===== src/rtl/charbuf_fill_engine.sv =====
// charbuf_fill_engine: clear/scroll fill sequencer sharing the char buffer write port with the CPU (GPU_SCROLL_QUEUE_EN adds a one-deep scroll queue)
module charbuf_fill_engine #(
  parameter int         ROWS      = 30,
  parameter logic [7:0] FILL_CHAR = 8'h20,
  parameter int         ADDR_W    = 12
) (
  input  logic              clk_cpu,
  input  logic              rst_n,
  input  logic              mode_80col,
  input  logic              clear_screen,
  input  logic              scroll_screen,
  input  logic [ADDR_W-1:0] cpu_addr,
  input  logic [7:0]        cpu_data,
  input  logic              cpu_we,
  output logic [ADDR_W-1:0] char_buf_addr,
  output logic [7:0]        char_buf_data,
  output logic              char_buf_we,
  output logic [4:0]        top_line,
  output logic              busy,
  output logic              done
);
  typedef enum logic [1:0] {IDLE, CLEAR, SCROLL} state_t;
  localparam logic [ADDR_W-1:0] LAST40 = ADDR_W'(ROWS * 40 - 1);
  localparam logic [ADDR_W-1:0] LAST80 = ADDR_W'(ROWS * 80 - 1);
  state_t state, state_nx;
  logic [ADDR_W-1:0] tl, sbase, slast, cnt, cnt_nx, last, last_nx, addr_nx;
  logic [7:0] data_nx;
  logic [4:0] top_nx;
  logic we_nx, busy_nx, done_nx, fin, fin_nx, at_last;
`ifdef GPU_SCROLL_QUEUE_EN
  logic pending, pend_nx;
`endif
  // row base by shift-add: 40t = 32t+8t, 80t = 64t+16t
  assign tl = ADDR_W'(top_line);
  assign sbase = mode_80col ? (tl << 6) + (tl << 4) : (tl << 5) + (tl << 3);
  assign slast = sbase + (mode_80col ? ADDR_W'(79) : ADDR_W'(39));
  assign at_last = cnt == last;
  always_comb begin
    state_nx = state;
    cnt_nx = cnt;
    last_nx = last;
    top_nx = top_line;
    fin_nx = 1'b0;
    busy_nx = busy;
    done_nx = 1'b0;
    we_nx = cpu_we;
    addr_nx = cpu_we ? cpu_addr : char_buf_addr;
    data_nx = cpu_we ? cpu_data : char_buf_data;
`ifdef GPU_SCROLL_QUEUE_EN
    pend_nx = pending | (state == SCROLL && scroll_screen);
`endif
    if (clear_screen) begin
      state_nx = CLEAR;
      cnt_nx = '0;
      last_nx = mode_80col ? LAST80 : LAST40;
      top_nx = '0;
      busy_nx = 1'b1;
`ifdef GPU_SCROLL_QUEUE_EN
      pend_nx = 1'b0;
`endif
    end else if (scroll_screen && state == IDLE) begin
      state_nx = SCROLL;
      cnt_nx = sbase;
      last_nx = slast;
      busy_nx = 1'b1;
    end else if (fin) begin
      done_nx = 1'b1;
`ifdef GPU_SCROLL_QUEUE_EN
      // queued scroll restarts from the already advanced top_line
      if (state == SCROLL && pend_nx) begin
        cnt_nx = sbase;
        last_nx = slast;
        pend_nx = 1'b0;
      end else
`endif
      begin
        state_nx = IDLE;
        busy_nx = 1'b0;
      end
    end else if (state != IDLE && !cpu_we) begin
      we_nx = 1'b1;
      addr_nx = cnt;
      data_nx = FILL_CHAR;
      fin_nx = at_last;
      cnt_nx = at_last ? cnt : cnt + 1'b1;
      if (at_last && state == SCROLL) top_nx = top_line == 5'(ROWS - 1) ? '0 : top_line + 5'd1;
    end
  end
  always_ff @(posedge clk_cpu or negedge rst_n) begin
    if (!rst_n) begin
      state <= IDLE;
      cnt <= '0;
      last <= '0;
      fin <= 1'b0;
      top_line <= '0;
      busy <= 1'b0;
      done <= 1'b0;
      char_buf_we <= 1'b0;
      char_buf_addr <= '0;
      char_buf_data <= '0;
`ifdef GPU_SCROLL_QUEUE_EN
      pending <= 1'b0;
`endif
    end else begin
      state <= state_nx;
      cnt <= cnt_nx;
      last <= last_nx;
      fin <= fin_nx;
      top_line <= top_nx;
      busy <= busy_nx;
      done <= done_nx;
      char_buf_we <= we_nx;
      char_buf_addr <= addr_nx;
      char_buf_data <= data_nx;
`ifdef GPU_SCROLL_QUEUE_EN
      pending <= pend_nx;
`endif
    end
  end
endmodule


===== config.mk =====
export PLATFORM = sky130hd
export DESIGN_NAME = charbuf_fill_engine
export DESIGN_NICKNAME = d
export VERILOG_FILES = /design/src/rtl/charbuf_fill_engine.sv
export SDC_FILE = /design/constraint.sdc
export NUM_CORES = 1
export LEC_CHECK = 0
export ABC_AREA = 1
export CAP_MARGIN = 0
export CORE_MARGIN = 5
export CORE_UTILIZATION = 45
export CTS_CLUSTER_DIAMETER = 60
export DETAILED_ROUTE_END_ITERATION = 7
export HOLD_SLACK_MARGIN = 0.02
export PLACE_DENSITY = 0.7
export REMOVE_ABC_BUFFERS = 1
export SYNTH_ARGS = -nofsm -noshare
export SYNTH_HDL_FRONTEND = slang
export SYNTH_SLANG_ARGS = --single-unit

===== constraint.sdc =====
create_clock -name clk_cpu -period 2.2 [get_ports clk_cpu]
set_input_delay 0.44 -clock clk_cpu [delete_from_list [all_inputs] [get_ports clk_cpu]]
set_output_delay 0.44 -clock clk_cpu [all_outputs]
set_load 0.02 [all_outputs]

Word level (Yosys, flattened, before mapping). Index checks and enable logic that the tools add are counted.

Output and inout port bits: 28. Input port bits: 26. Bits in registers: 55. Word-level logic and storage cells: 78.

Add/subtract/negate cells: 5. Reductions and logical operators: 13. Mux-type cells: 43. Equality and inequality tests: 7.

Operators with widths (number): two-way mux 12 bit (14); two-way mux 8 bit (5); two-way mux 5 bit (6); two-way mux 1 bit (14); adder 11 x 9 -> 12 bit (1); adder 12 x 1 -> 12 bit, second input constant (1); adder 12 x 7 -> 12 bit (1); equality test 12 bit (1); adder 10 x 8 -> 11 bit (1); nonzero test 2 bit (4); two-way mux 7 bit (1); two-way mux 2 bit (3); inequality test 3 x 2 -> 1 bit, second input constant (2); nonzero test 3 bit (2); adder 5 x 1 -> 5 bit, second input constant (1); equality test 5 bit, second input constant (1); inequality test 2 bit, second input constant (2); AND reduction 4 bit (1); logical AND 1 bit (3); AND reduction 3 bit (1); equality test 2 bit, second input constant (1); zero test 2 bit (1); zero test 1 bit (1).

Logic depth before layout (Yosys ltp). Gate-level depths: netlist of run 1.

Depth in word-level cells: 7. Gate-level depth with buffers: 11. Mapped depth without buffers: 11.

Worst setup path after synthesis of run 1. OpenSTA, ideal clock, no wires.

Kind: register to register. From: reg top_line[0]. To: reg last[8]. Path buffers: 0. Cell stages (with the launch flop): 9. Required time: 2.073 ns. Path slack: 0.221 ns. Period minus slack after synthesis: 1.979 ns. Library setup time: 0.127 ns. Data arrival time: 1.852 ns. Cells stage by stage: dfrtp_1 ha_1 fa_1 xor2_1 nand2_1 a21oi_2 nand2_1 nand3_1 nand3_1.

Word-level cells in the longest chain between the ends: 5. Elaborated cells between the ends (all ways): 6. Classes of those cells: 3 x add/sub; 3 x mux.

RTL lines: start: declaration (RTL line 18) `output logic [4:0] top_line,`; start signal: assignment (RTL line 109) `top_line <= top_nx;`; adder 11 x 9 -> 12 bit or adder 10 x 8 -> 11 bit (tied branches) (RTL line 35) `assign sbase = mode_80col ? (tl << 6) + (tl << 4) : (tl << 5) + (tl << 3);`; two-way mux 12 bit * (RTL line 35); adder 12 x 7 -> 12 bit * (RTL line 36) `assign slast = sbase + (mode_80col ? ADDR_W'(79) : ADDR_W'(39));`; two-way mux 12 bit * (RTL line 61) `end else if (scroll_screen && state == IDLE) begin`; two-way mux 12 bit * (RTL line 52) `if (clear_screen) begin`; end signal: assignment (RTL line 107) `last <= last_nx;`; end: declaration (RTL line 26) `logic [ADDR_W-1:0] tl, sbase, slast, cnt, cnt_nx, last, last_nx, addr_nx;`.

Mark *: on every way between the ends. The rest lies on a longest branch, timed or not. The select of a mux whose other input is x is not followed. A chain may end at the register's enable or synchronous reset.

Worst setup path in the final report of run 1.
From: reg top_line[3]. To: out top_line[3].

No word-level cell between the ends.

==> impl_metrics.sql, run 1 <==
INSERT INTO impl_metrics (metric_group, metric, value, unit) VALUES
('global_route', 'grt_first_pass_wirelength', '13.8', 'mm'),
('cts', 'cts_tree', 'yes', ''),
('global_route', 'use_met2', '31.3', '%'),
('synthesis', 'postSynthAreaPerCell', '7.46', 'µm²'),
('cells_and_area', 'nets', '510', ''),
('cts', 'cts.hold.buffers_added', '0', ''),
('timing', 'finalHoldViolCount', '0', ''),
('power', 'ir_worst_vdd', '0.240', 'mV'),
('timing', 'setup_violations', '0', ''),
('synthesis', 'post_synth_num_cell_types', '34', ''),
('drt', 'drtAntennaViolNets', '0', ''),
('drt', 'dr.pass1.iters', '4', ''),
('placement', 'placement.io_buffers', '53', ''),
('placement', 'dpl_cell_area', '3780', 'µm²'),
('cts', 'clk_pin_slew_worst_paths', '0.10', 'ns'),
('drt', 'detailroute.via_count', '2935', ''),
('worst_setup_path', 'cp_data_required_time', '1.76', 'ns'),
('timing', 'min_period', '2.06', 'ns'),
('floorplanning', 'chip_width', '93.0', 'µm'),
('timing', 'finalHoldWorstSlack', '0.246', 'ns'),
('outcome', 'status', 'complete, no violations', ''),
('timing', 'final.period_utilization', '93.6', '%'),
('floorplanning', 'starting_utilization_of_the_core_area', '45.9', '%'),
('drt', 'routed_wl', '7.87', 'mm'),
('cts', 'clock_latency_reported_for_the_late_side_of_the_worst_skew_pair', '0.31', 'ns'),
('worst_setup_path', 'critical_path.max_fanout', '6', ''),
('floorplanning', 'io_pins', '54', ''),
('floorplanning', 'core-area', '6760', 'µm²'),
('timing', 'timing.final.max_slew_violations', '0', ''),
('cts', 'cts_made_buffers', '5', ''),
('floorplanning', 'dieArea', '8650', 'µm²'),
('synthesis', 'netlist_instances', '416', ''),
('power', 'totalPowerFinal', '1980', 'µW'),
('cells_and_area', 'post_route_cells_drive_above_1_share', '10.3', '%'),
('cells_and_area', 'postLayoutCoreUtil', '57.6', '%'),
('global_route', 'grt.met3_usage', '3.62', '%'),
('drt', 'drt_drc_violations_left', '0', ''),
('worst_setup_path', 'endpoint_kind', 'output pin', ''),
('cells_and_area', 'flow.area_growth_from_synthesis', '25.5', '%'),
('power', 'leakagePower', '0.00194', 'µW'),
('placement', 'global_placer_s_final_weighted_congestion', '0.897', ''),
('cts', 'ctsRootBufferMaster', 'sky130_fd_sc_hd__clkbuf_8', ''),
('floorplanning', 'die_ht', '93.0', 'µm'),
('timing', 'final.setup_skew', '0.0106', 'ns'),
('drt', 'drt_first_iter_violations', '246', ''),
('synthesis', 'yosys_register_bits', '53', ''),
('worst_setup_path', 'timing.reg2reg.setup_slack', '0.17', 'ns'),
('global_route', 'grt_overflow', '0', ''),
('timing', 'tightest_slew', '0.658', 'ns'),
('global_route', 'grt_pass1_vias', '2834', ''),
('cells_and_area', 'layoutNonFillerInstCount', '557', ''),
('hold_path', 'worst_hold_path_type', 'input pin to async pin', ''),
('worst_setup_path', 'cp-start-kind', 'flip-flop', ''),
('placement', 'detailed_place_hpwl', '5.73', 'mm'),
('synthesis', 'ys.warnings.count', '0', ''),
('worst_setup_path', 'worstSetupPathType', 'flip-flop to output pin', ''),
('flow_run', 'timing.max_cap.violations', '0', ''),
('floorplanning', 'rows', '30', ''),
('timing', 'max_slew_margin_vs_limit', '56.1', '%'),
('cells_and_area', 'antenna_cells_inserted', '0', ''),
('drt', 'route.detailed.wl_per_inst', '14.1', 'µm'),
('synthesis', 'seq_total_area_yosys', '42.8', '%'),
('global_route', 'grt_start_max_net_pins', '54', ''),
('synthesis', 'ys.flop_type', 'sky130_fd_sc_hd__dfrtp_1', ''),
('power', 'pwr_density_cell', '509', 'nW/µm²'),
('worst_setup_path', 'data_arrival_time_of_the_critical_path', '1.62', 'ns'),
('global_route', 'grt_antenna_before_repair', '0', ''),
('global_route', 'grt_use_met1', '27.1', '%'),
('drt', 'detail_route.vias_per_cell', '5.27', ''),
('cells_and_area', 'fin_area', '3890', 'µm²'),
('synthesis', 'syn-cell-area', '3100', 'µm²'),
('timing', 'fmaxAchievable', '486', 'MHz'),
('synthesis', 'async_set_reset_flop_share_out_of_synthesis', '100', '%'),
('placement', 'place.detailed.instances', '548', ''),
('cts', 'clk_path_buf_depth', '2', ''),
('cts', 'cts_sinks', '53', ''),
('global_route', 'grt-busiest-layer', 'met2', ''),
('global_route', 'grt.total_usage', '19.5', '%'),
('cts', 'htree_num_levels', '2', ''),
('synthesis', 'post_synth_edffs', '0', '');
==> cell usage in the layout (no fill, tap or decap), types with 2 or more instances in the layout <==
cell type / n
sky130_fd_sc_hd__nand4_1: 9
sky130_fd_sc_hd__clkbuf_8: 6
sky130_fd_sc_hd__a31oi_1: 14
sky130_fd_sc_hd__nand3_1: 44
sky130_fd_sc_hd__xnor2_1: 5
sky130_fd_sc_hd__dfrtp_1: 52
sky130_fd_sc_hd__nand2_1: 140
sky130_fd_sc_hd__clkdlybuf4s50_1: 52
sky130_fd_sc_hd__inv_2: 6
sky130_fd_sc_hd__buf_4: 16
sky130_fd_sc_hd__o21bai_1: 2
sky130_fd_sc_hd__o31ai_1: 2
sky130_fd_sc_hd__o211ai_1: 4
sky130_fd_sc_hd__nor2_1: 31
sky130_fd_sc_hd__ha_1: 6
sky130_fd_sc_hd__a21oi_1: 10
sky130_fd_sc_hd__nor3_1: 6
sky130_fd_sc_hd__xor2_1: 8
sky130_fd_sc_hd__nor2_2: 4
sky130_fd_sc_hd__o21ai_1: 3
sky130_fd_sc_hd__nand2_2: 6
sky130_fd_sc_hd__o21ai_0: 6
sky130_fd_sc_hd__inv_1: 29
==> stage by stage <==
step | setup TNS, ns | worst slack (ns)
2_1_floorplan | 0 | 0.219
3_3_place_gp | 0 | 0.192
3_5_place_dp | 0 | 0.163
4_1_cts | 0 | 0.111
5_1_grt | -0.000634 | -0.000634
6_report | 0 | 0.140
==> registers in the layout, indices dropped and copies added, names as in the netlist <==
signal / count
last: 10
fin: 1
top_line: 5
state: 2
char_buf_addr: 12
cnt: 12
char_buf_we: 1
busy: 1
done: 1
char_buf_data: 8
==> layout make-up <==
cell class	instances	area (µm²)
fill	618	2870
timing repair buffer	70	666
inverter	35	131
sequential	53	1330
clock inverter	1	7.51
multi-input combinational	312	1580
clock buffer	6	82.6
tap	80	100
==> synthesized netlist by cell type (2+ instances only) <==
| cell type | instances | share of area [%] |
|---|---|---|
| sky130_fd_sc_hd__dfrtp_1 | 53 | 43 |
| sky130_fd_sc_hd__o21ai_1 | 3 | 0.48 |
| sky130_fd_sc_hd__o211ai_1 | 4 | 0.97 |
| sky130_fd_sc_hd__xnor2_1 | 5 | 1.4 |
| sky130_fd_sc_hd__nor2_2 | 4 | 0.81 |
| sky130_fd_sc_hd__clkbuf_1 | 9 | 1.1 |
| sky130_fd_sc_hd__buf_2 | 6 | 0.97 |
| sky130_fd_sc_hd__o21ai_0 | 6 | 0.97 |
| sky130_fd_sc_hd__a21oi_1 | 10 | 1.6 |
| sky130_fd_sc_hd__inv_2 | 6 | 0.73 |
| sky130_fd_sc_hd__xor2_1 | 8 | 2.3 |
| sky130_fd_sc_hd__nand3_1 | 44 | 7.1 |
| sky130_fd_sc_hd__o21bai_1 | 2 | 0.48 |
| sky130_fd_sc_hd__nand4_1 | 9 | 1.8 |
| sky130_fd_sc_hd__nor3_1 | 7 | 1.1 |
| sky130_fd_sc_hd__nand2_2 | 5 | 1.0 |
| sky130_fd_sc_hd__inv_1 | 29 | 3.5 |
| sky130_fd_sc_hd__a31oi_1 | 14 | 2.8 |
| sky130_fd_sc_hd__o31ai_1 | 2 | 0.48 |
| sky130_fd_sc_hd__nor2_1 | 31 | 3.8 |
| sky130_fd_sc_hd__ha_1 | 6 | 2.4 |
| sky130_fd_sc_hd__nand2_1 | 141 | 17 |
==> what timing repair did <==
| action | in CTS | in global routing |
|---|---|---|
| endpoints found under the setup margin | 0 | 7 |
| resized for setup | 0 | 3 |
| buffers inserted | 0 | 2 |
| hold endpoints to repair | 0 | 0 |
==> report_power, final <==
| group | total, µW | internal [µW] | switching, µW |
|---|---|---|---|
| sequential | 1060 | 1030 | 34.2 |
| clock | 557 | 249 | 307 |
| combinational | 362 | 166 | 196 |
==> kinds of logic (layout without fill, tap and decap cells) <==
logic type               count (synthesis)  in the layout  synth area share, %
flip-flops                              53             53                 42.8
buffers and inverters                   51            112                 6.66
AO/OA/AOI/OAI                           45             45                 9.04
adder cells (fa/ha/maj)                  7              7                 3.07
XOR/XNOR                                13             13                 3.67
AND/OR/NAND/NOR                        247            247                 34.8
==> layer usage <==
layer	vias to the layer above	wire length [µm]
met3	14	431
met2	88	3720
met4	0	116
li1	1476	-
met5	-	0
met1	1357	3600
==> final timing paths <==
kind / start / end / depth (start not counted)
min reg2reg: last[9] / last[9] / 2
min in group clk_cpu: last[9] / last[9] / 2
min: rst_n / char_buf_data[3] / 2
max: top_line[3] / top_line[3] / 2
max in group asynchronous: rst_n / top_line[2] / 2
max reg2reg: top_line[2] / last[8] / 8
==> critical path, cell delays in order (launching register included) <==
cell and delay, ns:
sky130_fd_sc_hd__dfrtp_1 0.50, sky130_fd_sc_hd__buf_4 0.20, sky130_fd_sc_hd__clkdlybuf4s50_1 0.61
No activity file was read; power rests on OpenSTA's default activity.
==> run 2, diff against run 1 <==
CORE_MARGIN = 3   (was 5)
==> run 2 against run 1 <==
Against the previous run:
- maximum frequency grew 1.7%
- cell count shrank 0.90%
- combinational power is essentially flat
- cell area shrank 0.45%
- sequential power is essentially flat
- power shrank 0.11%
- non-clock buffer count shrank 2
- sequential share of layout area grew 0.15 points
- die area shrank 8.4%
- global-route usage grew 0.96 points
- wire length shrank 5.0%
- critical path type unchanged
- critical endpoint unchanged
- largest cell class unchanged
==> impl_metrics.sql, run 2 (synthesized netlist as in run 1, its figures left out) <==
INSERT INTO impl_metrics (metric_group, metric, value, unit) VALUES
('global_route', 'grt_first_pass_wirelength', '13.0', 'mm'),
('worst_setup_path', 'critical-path-slowest-cell', 'sky130_fd_sc_hd__clkdlybuf4s50_1', ''),
('global_route', 'grt.total_usage', '20.4', '%'),
('power', 'p_switching', '533', 'µW'),
('global_route', 'grt_overflow', '0', ''),
('worst_setup_path', 'cp-start-kind', 'flip-flop', ''),
('timing', 'finalHoldViolCount', '0', ''),
('timing', 'final.setup_skew', '0.00443', 'ns'),
('worst_setup_path', 'worstSetupPathType', 'flip-flop to output pin', ''),
('cells_and_area', 'antenna_cells_inserted', '0', ''),
('floorplanning', 'io_pins', '54', ''),
('flow_run', 'timing.max_cap.violations', '0', ''),
('timing', 'min_period', '2.03', 'ns'),
('cts', 'clk_path_buf_depth', '2', ''),
('cells_and_area', 'flow.area_growth_from_synthesis', '24.9', '%'),
('hold_path', 'worst_hold_path_type', 'input pin to async pin', ''),
('cts', 'clock_latency_reported_for_the_late_side_of_the_worst_skew_pair', '0.30', 'ns'),
('drt', 'dr.pass1.iters', '4', ''),
('power', 'netSwitchingFraction', '27.0', '%'),
('timing', 'fmaxAchievable', '494', 'MHz'),
('cells_and_area', 'leading_cell_type_in_the_layout_fill_and_taps_excluded', 'sky130_fd_sc_hd__nand2_1', ''),
('drt', 'detailroute.via_count', '2915', ''),
('floorplanning', 'rows', '29', ''),
('power', 'seq_power_share', '53.7', '%'),
('cts', 'htree_num_levels', '2', ''),
('power', 'ir_worst_vdd', '0.393', 'mV'),
('floorplanning', 'die_ht', '89.0', 'µm'),
('power', 'leakagePower', '0.00193', 'µW'),
('cts', 'cts_made_buffers', '5', ''),
('cts', 'clk_pin_slew_worst_paths', '0.09', 'ns'),
('cts', 'ctsRootBufferMaster', 'sky130_fd_sc_hd__clkbuf_8', ''),
('cts', 'cts_sinks', '53', ''),
('worst_setup_path', 'endpoint_kind', 'output pin', ''),
('timing', 'grt_setup_unrepaired', 'no', ''),
('global_route', 'grt_pass1_vias', '2848', ''),
('outcome', 'status', 'complete, no violations', ''),
('timing', 'setup_total_negative_slack', '0', 'ns'),
('floorplanning', 'chip_width', '89.0', 'µm'),
('drt', 'routed_wl', '7.48', 'mm'),
('worst_setup_path', 'cp_data_required_time', '1.76', 'ns'),
('timing', 'setup_violations', '0', ''),
('drt', 'drtAntennaViolNets', '0', ''),
('power', 'cell_internal_pwr', '1440', 'µW'),
('placement', 'place.detailed.instances', '544', ''),
('drt', 'route.detailed.wl_per_inst', '13.5', 'µm'),
('placement', 'global_placer_s_final_weighted_congestion', '0.993', ''),
('worst_setup_path', 'crit_chain', 'buf_4 -> clkdlybuf4s50_1', ''),
('power', 'pwr_density_cell', '510', 'nW/µm²'),
('timing', 'timing.final.max_slew_violations', '0', ''),
('power', 'comb_power_share', '18.2', '%'),
('cells_and_area', 'layoutNonFillerInstCount', '552', ''),
('drt', 'drt_first_iter_violations', '155', ''),
('worst_setup_path', 'critical_path.max_fanout', '6', ''),
('worst_setup_path', 'timing.critical_path.slowest_cell_delay', '0.60', 'ns'),
('global_route', 'grt_antenna_before_repair', '0', ''),
('timing', 'final.period_utilization', '92.0', '%'),
('cells_and_area', 'nets', '508', ''),
('power', 'clock_power_share', '28.1', '%'),
('cts', 'cts_tree', 'yes', ''),
('placement', 'placement.io_buffers', '53', ''),
('cells_and_area', 'biggestRegsByFlops', 'char_buf_addr: 12 flops, cnt: 12 flops, last: 10 flops', ''),
('cells_and_area', 'post_route_cells_drive_above_1_share', '9.26', '%'),
('worst_setup_path', 'data_arrival_time_of_the_critical_path', '1.59', 'ns'),
('floorplanning', 'dieArea', '7920', 'µm²'),
('drt', 'drt_drc_violations_left', '0', ''),
('placement', 'detailed_place_hpwl', '5.48', 'mm'),
('floorplanning', 'starting_utilization_of_the_core_area', '47.5', '%'),
('floorplanning', 'core-area', '6530', 'µm²'),
('cells_and_area', 'most_frequent_cells_in_the_layout', 'sky130_fd_sc_hd__nand2_1 (141), sky130_fd_sc_hd__dfrtp_1 (52), sky130_fd_sc_hd__clkdlybuf4s50_1 (52)', ''),
('timing', 'tightest_slew', '0.508', 'ns'),
('drt', 'detail_route.vias_per_cell', '5.28', ''),
('global_route', 'grt_start_max_net_pins', '35', ''),
('cts', 'cts.hold.buffers_added', '0', ''),
('timing', 'max_slew_margin_vs_limit', '66.1', '%');
[run 2: changes by cell type in the layout (fill, tap and decap cells not counted)]
| cell | change |
|---|---|
| sky130_fd_sc_hd__nand2_2 | -1 |
| sky130_fd_sc_hd__buf_4 | -3 |
| sky130_fd_sc_hd__clkbuf_1 | +1 |
| sky130_fd_sc_hd__buf_12 | +1 |
| sky130_fd_sc_hd__nand2_1 | +1 |
| sky130_fd_sc_hd__nor3_1 | +1 |
| sky130_fd_sc_hd__nor3_2 | -1 |
| sky130_fd_sc_hd__clkinvlp_4 | -1 |
[run 2: cell type report]
| class | count | area (µm²) |
|---|---|---|
| Fill cell | 621 | 2660 |
| Multi-Input combinational cell | 312 | 1570 |
| Sequential cell | 53 | 1330 |
| Timing Repair Buffer | 68 | 663 |
| Inverter | 35 | 131 |
| Tap cell | 77 | 96.3 |
| Clock buffer | 7 | 86.3 |
[run 2: per-stage QoR]
step	area [µm²]	util, %	setup slack, ns	total power, µW	hold WS [ns]
floorplan	3030	-	0.219	1240	0.144
global placement	3780	57.9	0.205	1440	0.434
detailed placement	3780	57.9	0.176	1440	0.439
CTS	3860	59.2	0.161	2000	0.117
global route	3870	59.3	0.0240	2070	0.136
finish	3870	59.3	0.175	1980	0.100
[run 2: path summary, 6_finish.rpt]
| path | start | end | slack (ns) | cells after the start |
|---|---|---|---|---|
| worst max-delay path | top_line[3] | top_line[3] | 0.17 | 2 |
| worst min-delay path | rst_n | char_buf_addr[10] | 0.10 | 1 |
| worst max register to register | top_line[2] | last[8] | 0.17 | 8 |
| worst min register to register | char_buf_data[5] | char_buf_data[5] | 0.50 | 2 |
| max in group asynchronous | rst_n | top_line[2] | 1.53 | 2 |
| min in group clk_cpu | char_buf_data[5] | char_buf_data[5] | 0.50 | 2 |
[run 2: worst max-delay path, delay by kind of cell (launching register included)]
kind	cells	cell delay (ns)
flip-flops	1	0.50
buffers and inverters	2	0.79
[run 2: power by group through the flow]
| stage | Clock [µW] | Sequential, µW | Combinational [µW] |
|---|---|---|---|
| finish | 556 | 1060 | 360 |
| global placement | 0 | 1080 | 359 |
| global route | 603 | 1070 | 399 |
| floorplan | 0 | 1120 | 115 |
| detailed placement | 0 | 1080 | 363 |
| CTS | 567 | 1060 | 366 |
[run 2: what timing repair did]
| action | 4_1_cts | 5_1_grt |
|---|---|---|
| endpoints found under the setup margin | 0 | 3 |
| resized for setup | 0 | 1 |
| setup buffers | 0 | 1 |
[run 2: metal layers]
layer,GRT usage [%],vias up,part of all wire (%)
met5,0,-,0
met4,3.11,0,0.74
met3,3.32,7,4.6
met2,33.7,61,47
met1,29.0,1372,48
li1,-,1475,-
==> run 3, diff against run 2 <==
CORE_MARGIN = 4   (was 3)
GPL_TIMING_DRIVEN = 0   (was unset)
==> run 3 against run 2 <==
Against the previous run:
- via count shrank 2.6%
- worst hold slack worse by 0.077 ns
- clock power down 3%
- register-to-register slack better by 0.05 ns
- non-clock buffer count down 12
- count of clock-buffer cells in the layout unchanged
- cell count fell by 1.8%
- critical path type is now input pin to flip-flop
- critical path depth rose by 4
- first-iteration DRC count grew 32%
- cell area down 2.0%
- maximum frequency shrank 0.70%
- core utilization down 1.2 points
==> impl_metrics.sql, run 3 (synthesized netlist as in run 1, its figures left out) <==
INSERT INTO impl_metrics (metric_group, metric, value, unit) VALUES
('worst_setup_path', 'endpoint_kind', 'flip-flop', ''),
('flow_run', 'timing.max_cap.violations', '0', ''),
('worst_setup_path', 'r2r-end', 'last[8]', ''),
('cells_and_area', 'nets', '497', ''),
('timing', 'final.period_utilization', '92.7', '%'),
('cts', 'clk_pin_slew_worst_paths', '0.10', 'ns'),
('worst_setup_path', 'data_arrival_time_of_the_critical_path', '2.30', 'ns'),
('cells_and_area', 'post_route_cells_drive_above_1_share', '7.96', '%'),
('cells_and_area', 'leading_cell_type_in_the_layout_fill_and_taps_excluded', 'sky130_fd_sc_hd__nand2_1', ''),
('cts', 'htree_num_levels', '2', ''),
('floorplanning', 'rows', '29', ''),
('placement', 'pre_cts_slack', '-0.954', 'ns'),
('worst_setup_path', 'cp-start-kind', 'input pin', ''),
('global_route', 'grt_pass1_vias', '2684', ''),
('outcome', 'status', 'complete, no violations', ''),
('placement', 'global_placer_s_final_weighted_congestion', '0.859', ''),
('drt', 'dr.pass1.iters', '5', ''),
('drt', 'routed_wl', '7.45', 'mm'),
('global_route', 'grt.met3_usage', '3.06', '%'),
('global_route', 'grt_overflow', '0', ''),
('timing', 'grt_setup_unrepaired', 'no', ''),
('floorplanning', 'io_pins', '54', ''),
('timing', 'timing.final.max_slew_violations', '0', ''),
('power', 'netSwitchingFraction', '27.9', '%'),
('power', 'p_switching', '545', 'µW'),
('timing', 'tightest_slew', '0.947', 'ns'),
('cts', 'ctsRootBufferMaster', 'sky130_fd_sc_hd__clkbuf_8', ''),
('worst_setup_path', 'critical_path.reg2reg.startpoint', 'top_line[2]', ''),
('hold_path', 'worst_hold_path_type', 'input pin to async pin', ''),
('global_route', 'grt.total_usage', '18.2', '%'),
('timing', 'max_slew_margin_vs_limit', '36.9', '%'),
('power', 'pwr_density_cell', '515', 'nW/µm²'),
('power', 'leakagePower', '0.00187', 'µW'),
('floorplanning', 'dieArea', '8280', 'µm²'),
('placement', 'placement.io_buffers', '53', ''),
('floorplanning', 'die_ht', '91.0', 'µm'),
('cells_and_area', 'biggestRegsByFlops', 'char_buf_addr: 12 flops, cnt: 12 flops, last: 10 flops', ''),
('timing', 'final.setup_skew', '0.0120', 'ns'),
('timing', 'post-route-worst-setup-slack', '0.161', 'ns'),
('timing', 'setup_violations', '0', ''),
('global_route', 'use_met2', '29.6', '%'),
('worst_setup_path', 'critical_path.max_fanout', '14', ''),
('global_route', 'grt_first_pass_wirelength', '12.7', 'mm'),
('cts', 'cts.hold.buffers_added', '0', ''),
('drt', 'drt_first_iter_violations', '204', ''),
('worst_setup_path', 'cp_data_required_time', '2.46', 'ns'),
('floorplanning', 'starting_utilization_of_the_core_area', '47.5', '%'),
('timing', 'min_period', '2.04', 'ns'),
('drt', 'drt_drc_violations_left', '0', ''),
('cts', 'clock_latency_reported_for_the_late_side_of_the_worst_skew_pair', '0.31', 'ns'),
('worst_setup_path', 'timing.reg2reg.setup_slack', '0.22', 'ns'),
('power', 'seq_power_share', '54.3', '%'),
('drt', 'detailroute.via_count', '2839', ''),
('worst_setup_path', 'worstSetupPathType', 'input pin to flip-flop', ''),
('drt', 'route.detailed.wl_per_inst', '13.7', 'µm'),
('drt', 'detail_route.vias_per_cell', '5.24', ''),
('drt', 'drtAntennaViolNets', '0', ''),
('power', 'clock_power_share', '27.8', '%'),
('power', 'comb_power_share', '18.0', '%'),
('cts', 'cts_made_buffers', '5', ''),
('global_route', 'grt_use_met1', '26.1', '%'),
('floorplanning', 'chip_width', '91.0', 'µm'),
('timing', 'finalHoldViolCount', '0', ''),
('cells_and_area', 'most_frequent_cells_in_the_layout', 'sky130_fd_sc_hd__nand2_1 (140), sky130_fd_sc_hd__dfrtp_1 (51), sky130_fd_sc_hd__clkdlybuf4s50_1 (51)', ''),
('worst_setup_path', 'reg2reg_depth', '8', ''),
('timing', 'setup_total_negative_slack', '0', 'ns'),
('power', 'cell_internal_pwr', '1410', 'µW'),
('timing', 'fmaxAchievable', '490', 'MHz'),
('cells_and_area', 'flow.area_growth_from_synthesis', '22.3', '%'),
('global_route', 'grt-busiest-layer', 'met2', ''),
('global_route', 'grt_antenna_before_repair', '0', ''),
('cts', 'clk_path_buf_depth', '2', ''),
('cells_and_area', 'antenna_cells_inserted', '0', ''),
('cts', 'cts_sinks', '53', ''),
('floorplanning', 'core-area', '6530', 'µm²'),
('power', 'ir_worst_vdd', '0.309', 'mV'),
('cts', 'cts_tree', 'yes', ''),
('placement', 'detailed_place_hpwl', '5.36', 'mm'),
('global_route', 'grt_start_max_net_pins', '40', '');
-- run 3: cell types whose count changed in the layout (fill, tap and decap cells not counted), sizes merged --
cell / change
buf: -12
clkdlybuf4s50: -1
clkinvlp: +1
dlygate4sd2: +1
nor2: +1
-- run 3: area by class of cell --
class / count / area (µm²)
clock buffers: 7 / 76.3
clock inverters: 1 / 7.51
fillers: 602 / 2740
inverters: 35 / 131
multi-input cells: 313 / 1600
flip-flops and latches: 53 / 1330
well taps: 77 / 96.3
repair buffers: 56 / 559
-- run 3: critical path: stages --
cell	delay, ns
sky130_fd_sc_hd__clkdlybuf4s50_1	0.77
sky130_fd_sc_hd__nor2_4	0.46
sky130_fd_sc_hd__inv_2	0.17
sky130_fd_sc_hd__o31ai_1	0.29
sky130_fd_sc_hd__nand2_1	0.10
sky130_fd_sc_hd__nand2_1	0.06
-- run 3: routing by layer --
| layer | vias to the layer above | routed length, µm |
|---|---|---|
| met4 | 0 | 29 |
| met5 | - | 0 |
| met1 | 1333 | 3580 |
| met2 | 48 | 3590 |
| met3 | 5 | 247 |
| li1 | 1453 | - |
-- run 3: worst max-delay path by stage --
stage | start | to | slack, ns | cells after the start
floorplan | top_line[0] | last[8] | 0.22 | 8
global placement | rst_n | top_line[2] | -0.97 | 1
detailed placement | cpu_we | char_buf_addr[11] | -0.95 | 5
CTS | clear_screen | cnt[7] | 0.002 | 6
global route | top_line[2] | last[10] | 0.04 | 9
finish | clear_screen | cnt[7] | 0.16 | 6
-- run 3: metrics by stage --
step / power (µW) / hold slack [ns] / std cells / area [µm²] / util (%)
2_1_floorplan: 1240 / 0.144 / 400 / 3030 / -
3_3_place_gp: 1420 / 0.473 / 530 / 3650 / 55.9
3_5_place_dp: 1430 / 0.378 / 531 / 3670 / 56.2
4_1_cts: 1980 / 0.0333 / 539 / 3760 / 57.5
5_1_grt: 2060 / 0.0395 / 542 / 3790 / 58.1
6_report: 1950 / 0.0236 / 542 / 3790 / 58.1
-- run 3: timing repair --
item,CTS,global route
pin swaps,0,2
setup buffers,0,2
endpoints found under the setup margin,42,24
resized for setup,3,5
gates cloned,0,1
-- run 3: power by group through the flow --
| stage | clock network (µW) | registers, µW | logic, µW |
|---|---|---|---|
| floorplan | 0 | 1120 | 115 |
| finish | 542 | 1060 | 351 |
| detailed placement | 0 | 1080 | 354 |
| global placement | 0 | 1080 | 346 |
| global route | 607 | 1070 | 387 |
| CTS | 564 | 1060 | 355 |
